[src/rtl/wb_master_bridge.sv]
// ----------------------------------------------------------------------------
// wb_master_bridge
//
// Wishbone classic single-transfer initiator. Each command accepted on the
// valid/ready command stream becomes exactly one Wishbone cycle. The outcome
// (read data, slave error or bus-hang timeout) is returned on the valid/ready
// response stream. Only one transfer is outstanding at a time. Every output
// comes straight from a register.
//
// Ports
//   wb_clk_i, wb_rst_ni        clock, asynchronous active-low reset
//   cmd_valid_i / cmd_ready_o  command handshake
//   cmd_we_i, cmd_adr_i,       command fields: write enable, address,
//   cmd_dat_i, cmd_sel_i       write data, byte enables
//   rsp_valid_o / rsp_ready_i  response handshake
//   rsp_dat_o                  read data (0 for write, error or timeout)
//   rsp_err_o, rsp_timeout_o   slave error / transfer aborted by timeout
//   wbm_*                      Wishbone master-side signals
//   busy_o                     high whenever the bridge is not idle
// ----------------------------------------------------------------------------
module wb_master_bridge #(
    parameter int unsigned  ADDR_W         = 32,
    parameter int unsigned  DATA_W         = 32,
    parameter int unsigned  TIMEOUT_W      = 16,
    parameter int unsigned  TIMEOUT_CYCLES = 1024,
    localparam int unsigned SEL_W          = DATA_W / 8
) (
    input  logic              wb_clk_i,
    input  logic              wb_rst_ni,
    // command stream
    input  logic              cmd_valid_i,
    output logic              cmd_ready_o,
    input  logic              cmd_we_i,
    input  logic [ADDR_W-1:0] cmd_adr_i,
    input  logic [DATA_W-1:0] cmd_dat_i,
    input  logic [SEL_W-1:0]  cmd_sel_i,
    // response stream
    output logic              rsp_valid_o,
    input  logic              rsp_ready_i,
    output logic [DATA_W-1:0] rsp_dat_o,
    output logic              rsp_err_o,
    output logic              rsp_timeout_o,
    // Wishbone master side
    output logic [ADDR_W-1:0] wbm_adr_o,
    output logic [DATA_W-1:0] wbm_dat_o,
    input  logic [DATA_W-1:0] wbm_dat_i,
    output logic              wbm_we_o,
    output logic [SEL_W-1:0]  wbm_sel_o,
    output logic              wbm_stb_o,
    output logic              wbm_cyc_o,
    input  logic              wbm_ack_i,
    input  logic              wbm_err_i,
    // status
    output logic              busy_o
);

    // A zero TIMEOUT_CYCLES disables the timeout entirely.
    localparam logic                 TO_EN   = (TIMEOUT_CYCLES != 0);
    localparam logic [TIMEOUT_W-1:0] TO_LAST = TIMEOUT_W'(TIMEOUT_CYCLES - 1);

    if (TIMEOUT_W < 32) begin : g_to_chk
        if (TIMEOUT_CYCLES >= (32'd1 << TIMEOUT_W)) begin : g_to_bad
            $error("TIMEOUT_CYCLES must be below 2**TIMEOUT_W");
        end
    end

    typedef enum logic [1:0] {StIdle, StBus, StResp} state_e;

    state_e               r_state;
    logic                 r_cmd_ready;
    logic                 r_busy;
    logic                 r_cyc;
    logic                 r_we;
    logic [ADDR_W-1:0]    r_adr;
    logic [DATA_W-1:0]    r_dat;
    logic [SEL_W-1:0]     r_sel;
    logic [TIMEOUT_W-1:0] r_count;
    logic                 r_rsp_valid;
    logic [DATA_W-1:0]    r_rsp_dat;
    logic                 r_rsp_err;
    logic                 r_rsp_timeout;

    logic w_accept;
    logic w_to_hit;

    // r_cmd_ready is only ever set while idle, so it alone qualifies acceptance.
    assign w_accept = r_cmd_ready & cmd_valid_i;
    assign w_to_hit = TO_EN && (r_count == TO_LAST);

    always_ff @(posedge wb_clk_i or negedge wb_rst_ni) begin
        if (!wb_rst_ni) begin
            r_state       <= StIdle;
            r_cmd_ready   <= 1'b0;
            r_busy        <= 1'b0;
            r_cyc         <= 1'b0;
            r_we          <= 1'b0;
            r_adr         <= '0;
            r_dat         <= '0;
            r_sel         <= '0;
            r_count       <= '0;
            r_rsp_valid   <= 1'b0;
            r_rsp_dat     <= '0;
            r_rsp_err     <= 1'b0;
            r_rsp_timeout <= 1'b0;
        end else begin
            case (r_state)
                StIdle: begin
                    // Ready rises on the first edge after reset release.
                    r_cmd_ready <= 1'b1;
                    if (w_accept) begin
                        r_we        <= cmd_we_i;
                        r_adr       <= cmd_adr_i;
                        r_dat       <= cmd_dat_i;
                        r_sel       <= cmd_sel_i;
                        r_count     <= '0;
                        r_cyc       <= 1'b1;
                        r_busy      <= 1'b1;
                        r_cmd_ready <= 1'b0;
                        r_state     <= StBus;
                    end
                end

                StBus: begin
                    // Saturate so a huge TIMEOUT_W never wraps into a false hit.
                    if (r_count != '1) begin
                        r_count <= r_count + TIMEOUT_W'(1);
                    end
                    // Priority: err > ack > timeout.
                    if (wbm_err_i) begin
                        r_cyc       <= 1'b0;
                        r_rsp_valid <= 1'b1;
                        r_rsp_err   <= 1'b1;
                        r_rsp_dat   <= '0;
                        r_state     <= StResp;
                    end else if (wbm_ack_i) begin
                        r_cyc       <= 1'b0;
                        r_rsp_valid <= 1'b1;
                        r_rsp_dat   <= r_we ? '0 : wbm_dat_i;
                        r_state     <= StResp;
                    end else if (w_to_hit) begin
                        r_cyc         <= 1'b0;
                        r_rsp_valid   <= 1'b1;
                        r_rsp_timeout <= 1'b1;
                        r_rsp_dat     <= '0;
                        r_state       <= StResp;
                    end
                end

                StResp: begin
                    // Late ack/err from the slave are deliberately ignored here.
                    if (rsp_ready_i) begin
                        r_rsp_valid   <= 1'b0;
                        r_rsp_err     <= 1'b0;
                        r_rsp_timeout <= 1'b0;
                        r_rsp_dat     <= '0;
                        r_busy        <= 1'b0;
                        r_cmd_ready   <= 1'b1;
                        r_state       <= StIdle;
                    end
                end

                default: begin
                    r_cyc       <= 1'b0;
                    r_busy      <= 1'b0;
                    r_rsp_valid <= 1'b0;
                    r_state     <= StIdle;
                end
            endcase
        end
    end

    assign cmd_ready_o   = r_cmd_ready;
    assign busy_o        = r_busy;
    assign wbm_cyc_o     = r_cyc;
    assign wbm_stb_o     = r_cyc;
    assign wbm_we_o      = r_we;
    assign wbm_adr_o     = r_adr;
    assign wbm_dat_o     = r_dat;
    assign wbm_sel_o     = r_sel;
    assign rsp_valid_o   = r_rsp_valid;
    assign rsp_dat_o     = r_rsp_dat;
    assign rsp_err_o     = r_rsp_err;
    assign rsp_timeout_o = r_rsp_timeout;

endmodule

[config.mk]
export PLATFORM = sky130hd
export DESIGN_NAME = wb_master_bridge
export DESIGN_NICKNAME = d
export VERILOG_FILES = /design/src/rtl/wb_master_bridge.sv
export SDC_FILE = /design/constraint.sdc
export NUM_CORES = 1
export LEC_CHECK = 0
export CAP_MARGIN = 25
export CORE_MARGIN = 2
export CORE_UTILIZATION = 35
export DETAILED_ROUTE_END_ITERATION = 16
export PLACE_DENSITY = 0.63
export SLEW_MARGIN = 10
export SYNTH_ARGS = -nofsm -noshare
export SYNTH_HDL_FRONTEND = slang
export SYNTH_SLANG_ARGS = --single-unit
[constraint.sdc]
create_clock -name wb_clk_i -period 2.2 [get_ports wb_clk_i]
set_clock_uncertainty 0.1 [all_clocks]
set_input_delay 0.33 -clock wb_clk_i [delete_from_list [all_inputs] [get_ports wb_clk_i]]
set_output_delay 0.33 -clock wb_clk_i [all_outputs]
set_load 0.1 [all_outputs]
# Word-level counts from Yosys, hierarchy flattened
# Cells that the tools add are included.
# word_totals
register_bits	125
latchBits	0
mem_bits_rw	0
romBits	0
input_bits	107
output_inout_bits	108
mem_count	0
# op_classes
add_sub_neg	1
multipliers	0
n_div	0
order_cmp	0
n_eq_ne	12
n_shift	0
muxes	34
bitwise_logic	4
reduce_logical	14
# op_table
cell	n
$mux 32	5
$pmux 32 s2	1
$mux 16	2
$pmux 16 s2	1
$reduce_and 3->1	7
$add 16x1->16 const B	1
$eq 16x10->1 const B	1
$ne 16x16->1 const B	1
$ne 2x2->1 const B	7
$mux 1	13
$mux 2	5
$pmux 1 s3	3
$pmux 1 s2	3
$pmux 2 s3	1
$reduce_bool 2->1	3
$reduce_and 5->1	1
$ne 4x4->1 const B	1
$reduce_and 2->1	2
$not 1->1	3
$eq 2x1->1 const B	1
$eq 2x2->1 const B	1
$logic_not 2->1	1
$and 1x1->1	1

# Logic depth before layout (Yosys ltp)
# depth
depth_word	5
mapped_depth	7

# Worst setup path after synthesis
# OpenSTA, ideal clock, no wires.
# synth_timing
path_type	reg-to-reg
start	reg r_cmd_ready, in the netlist cmd_ready_o
end	reg r_count[12]
setup_time_ns	0.126
arrival_time_ns	2.106
required_time_ns	1.974
slack_ns	-0.132
path_stages_with_launch	5
path_buffers	0
cell_sequence	dfrtp_1 > nand3_1 > o21a_1 > a21o_1 > a221o_1
# synth_via
elab_chain_cells	3
# synth_rtl
item	line	text
start, declared	70	logic r_cmd_ready;
start signal, assigned	93	r_cmd_ready <= 1'b0;
start signal, assigned	109	r_cmd_ready <= 1'b1;
start signal, assigned	118	r_cmd_ready <= 1'b0;
$and 1x1->1	87	assign w_accept = r_cmd_ready & cmd_valid_i;
$ne 2x2->1 (no line)	--	
$reduce_and 3->1 (no line)	--	
end signal, assigned	126	r_count <= r_count + TIMEOUT_W'(1);
end, declared	77	logic [TIMEOUT_W-1:0] r_count;
# No other way between the ends.
# A chain may end at the register's enable or synchronous reset.

# Final worst setup path
# layout_timing
start	reg r_state[1]
end	reg r_count[2]
# layout_via
elab_chain_cells	3
# layout_rtl
item	line	text
start, declared	69	state_e r_state;
start signal, assigned	92	r_state <= StIdle;
start signal, assigned	119	r_state <= StBus;
start signal, assigned	134	r_state <= StResp;
$eq 2x1->1 / $logic_not 2->1 (equally long branches)	106	case (r_state)
$ne 2x2->1 (no line) / $reduce_bool 2->1 (equally long branches)	--	
$reduce_and 3->1 (no line)	--	
# Several ways; a longest one is shown, not always the timed one.

==> key figures <==
Setup path
  • FF-to-FF setup slack: between 0.15 and 0.2 ns
  • CP Launch Type: register
  • RR Endpoint: r_count[2]
  • Critical path peak fanout: 8
  • Worst setup path endpoint: r_count[2]
  • CP arrival: ~2.2 ns
  • Worst Setup SP: r_state[1]
  • Register-to-Register Path Depth: 6
  • Worst r2r src: r_state[1]
  • Worst EP required: around 2.4 ns
  • Endpoint type of the worst setup path: register
  • WS Path Type: register to register

Cells and area
  • N_diodes: 0
  • Storage cell area: between 3000 and 4000 sq um
  • Share of layout cells above drive strength 1: a little over a fifth
  • Fill cells: 1450
  • Multi-input gate area: ~2300 sq um
  • Area delta synth->final: 49.4%
  • Post-layout nets: between 900 and 1000
  • Fin util: ~53%

Logic synthesis
  • Synthesis-stage register bit count: ~130
  • Post-synth top area share: a little under three fifths
  • Compound-Gate Fraction of Synth Area: roughly 13%
  • Asr flop ratio synth: 100%
  • Main combinational cell family by area after synthesis: simple AND/OR/NAND/NOR gates
  • Syn Nets: approximately 740
  • Syn Area/Cell: ~8.9 sq um
  • Cells after synthesis: between 600 and 700
  • Post-synth EDFFs: 0
  • Adder-cell share of the synthesized area: less than 1%
  • Simple-Gate Fraction of Synth Area: between 20% and 30%
  • Xor and xnor area share after synthesis: 0%
  • Yosys top cell by area: dfrtp_1
  • Synth area leaders: dfrtp_1 (56%), nand2_1 (19%), o211ai_1 (4.3%)
  • Cell variety after synth: between 50 and 60
  • Seq/Total Area, Yosys: a little under three fifths
  • Syn. warnings: 0
  • Prevailing post-synth register cell: dfrtp_1
  • Multiplexer share of the synthesized area: 0.557%
  • Post-Syn Area: 5610 sq um

Timing
  • RSZ-0062 raised after global routing: no
  • Actual slew at the worst max-slew pin: a little over 0.7 ns
  • Final min period: 2.02 ns
  • Final worst slack: around 0.18 ns
  • Setup TNS: 0 ns
  • Hold Fails Final Rpt: 0
  • Final period utilization: 91.9%
  • Slew margin rel.: a little over half
  • FMAX: 495 MHz
  • Setup violators final: 0
  • Final slew viol count: 0

Clock tree
  • Clock root buffer: clkbuf_16
  • Clock latency on the worst-skew pair: approximately 0.4 ns
  • H-tree levels: 4
  • Num CTS Buffers: 17
  • Clock transition at path regs: roughly 0.060 ns
  • Clock Path Buffers: 2
  • Setup bufs post-CTS: 0
  • Sink Count: 125
  • TritonCTS clock tree: done

Die
  • Initial Utilization: between 30% and 40%
  • Core box area: roughly 16000 sq um
  • Row cnt: 46
  • Die Y: 131 microns
  • Die ar.: around 17000 sq um
  • Die X: 131 microns
  • Ports: around 220

Drt
  • Wire per inst: about 15 microns
  • DR vias: about 5300
  • Detailed Route WL: 16300 microns
  • DRC Markers: 0
  • Antenna viol nets, final: 0
  • Initial DRC count: about 350
  • First-pass DRT Iterations: 5
  • Via density: ~5

Global route
  • First-pass GRT wire length: about 26000 microns
  • GRT overflow: 0
  • Total GRT Usage: approximately a fifth
  • Largest net degree at the start of global routing: 70
  • Initial antenna violation count: 0
  • Vias in the first global route: roughly 5200

Placed design
  • Placer Congestion: between 0.8 and 0.9
  • Dpl ws: 0.153 ns
  • Buffers added on ports: about 210
  • DP Wirelength: around 12000 microns

Min path
  • Hold WC Path Type: input port to asynchronous set/reset pin

Outcome
  • Outcome: finished, final reports clean

Flow run
  • # Max-Cap Violations: 0
[layout make-up]
cell class | instances | area share, %
clock buffers | 18 | 5.24
clock inverters | 14 | 1.60
inverters | 9 | 0.448
multi-input cells | 462 | 27.5
repair buffers | 235 | 24.7
well taps | 216 | 3.22
flip-flops and latches | 125 | 37.3
[Yosys cell counts (all sizes together), types with 2 or more instances]
cell type / number
a21boi: 5
nand3: 10
a2bb2oi: 6
nor2: 12
o21ai: 37
buf: 9
nor3: 14
a221oi: 2
inv: 9
clkbuf: 26
dfrtp: 125
mux2i: 2
or4: 2
nand2: 288
nand4: 4
nor4: 4
o311ai: 2
ha: 4
nand2b: 2
and3: 6
o211ai: 32
or2: 2
a21oi: 4
o22a: 4
and4: 2
a221o: 4
[how the worst min path moves through the flow]
stage / from / endpoint / slack (ns)
floorplan: wb_rst_ni / busy_o / -0.07
global placement: wb_rst_ni / wbm_dat_o[1] / 0.19
detailed placement: wb_rst_ni / wbm_dat_o[1] / 0.19
CTS: wb_rst_ni / wbm_dat_o[1] / 0.28
global route: wb_rst_ni / wbm_dat_o[1] / 0.30
finish: wb_rst_ni / wbm_dat_o[1] / 0.30
[per-layer routing]
metal | vias up | wire, microns | global-route usage (%)
met1 | 2505 | 6680 | 23.8
met2 | 199 | 7830 | 31.8
li1 | 2548 | - | -
met3 | 21 | 1490 | 8.84
met4 | 0 | 304 | 7.32
met5 | - | 0 | 0
[state kept, by name (all words and copies together) (netlist names)]
signal / cells
rsp_err_o: 1
cmd_ready_o: 1
r_state: 2
wbm_dat_o: 32
rsp_timeout_o: 1
rsp_dat_o: 32
rsp_valid_o: 1
wbm_we_o: 1
r_count: 16
wbm_sel_o: 4
busy_o: 1
wbm_adr_o: 32
wbm_cyc_o: 1
[critical path, stage by stage (launching register included)]
cell	delay, ns
dfrtp_1	0.41
inv_1	0.10
ha_1	0.33
nand3_2	0.12
o21a_1	0.18
a21o_1	0.27
a221o_1	0.38
[per-stage QoR]
step	hold WS (ns)	cell area, sq um	instances
after floorplan	-0.0656	5610	631
after global placement	0.190	7790	1046
after detailed placement	0.192	7790	1046
after CTS	0.280	8380	1079
after global routing	0.300	8380	1079
final	0.302	8380	1079
[cell usage in the layout, fill, tap and decap left out, types with 4 or more instances in the layout]
| cell type | n |
|---|---|
| ha_1 | 4 |
| a2bb2oi_1 | 6 |
| o21ai_0 | 36 |
| buf_4 | 126 |
| a221o_1 | 4 |
| clkbuf_16 | 17 |
| a21boi_0 | 5 |
| nor2_1 | 9 |
| inv_1 | 8 |
| o211ai_1 | 32 |
| inv_6 | 5 |
| dfrtp_1 | 124 |
| clkinv_4 | 4 |
| nor3_1 | 13 |
| o22a_1 | 4 |
| nand2_1 | 287 |
| nand3_1 | 7 |
| clkdlybuf4s50_1 | 105 |
[timing repair]
item,4_1_cts,5_1_grt
endpoints found under the hold margin,27,0
hold buffers,1,0
resized for setup,0,1
endpoints found under the setup margin,0,2
[logic make-up after synthesis]
| family | count (synthesis) |
|---|---|
| flip-flops | 125 |
| adder cells (fa/ha/maj) | 4 |
| AND/OR/NAND/NOR | 350 |
| AO/OA/AOI/OAI | 105 |
| buffers and inverters | 44 |
| multiplexers | 3 |
Power is left out: the tool's default activity adds up to more than one toggle a clock period on the data nets, which glitch-free logic cannot reach.
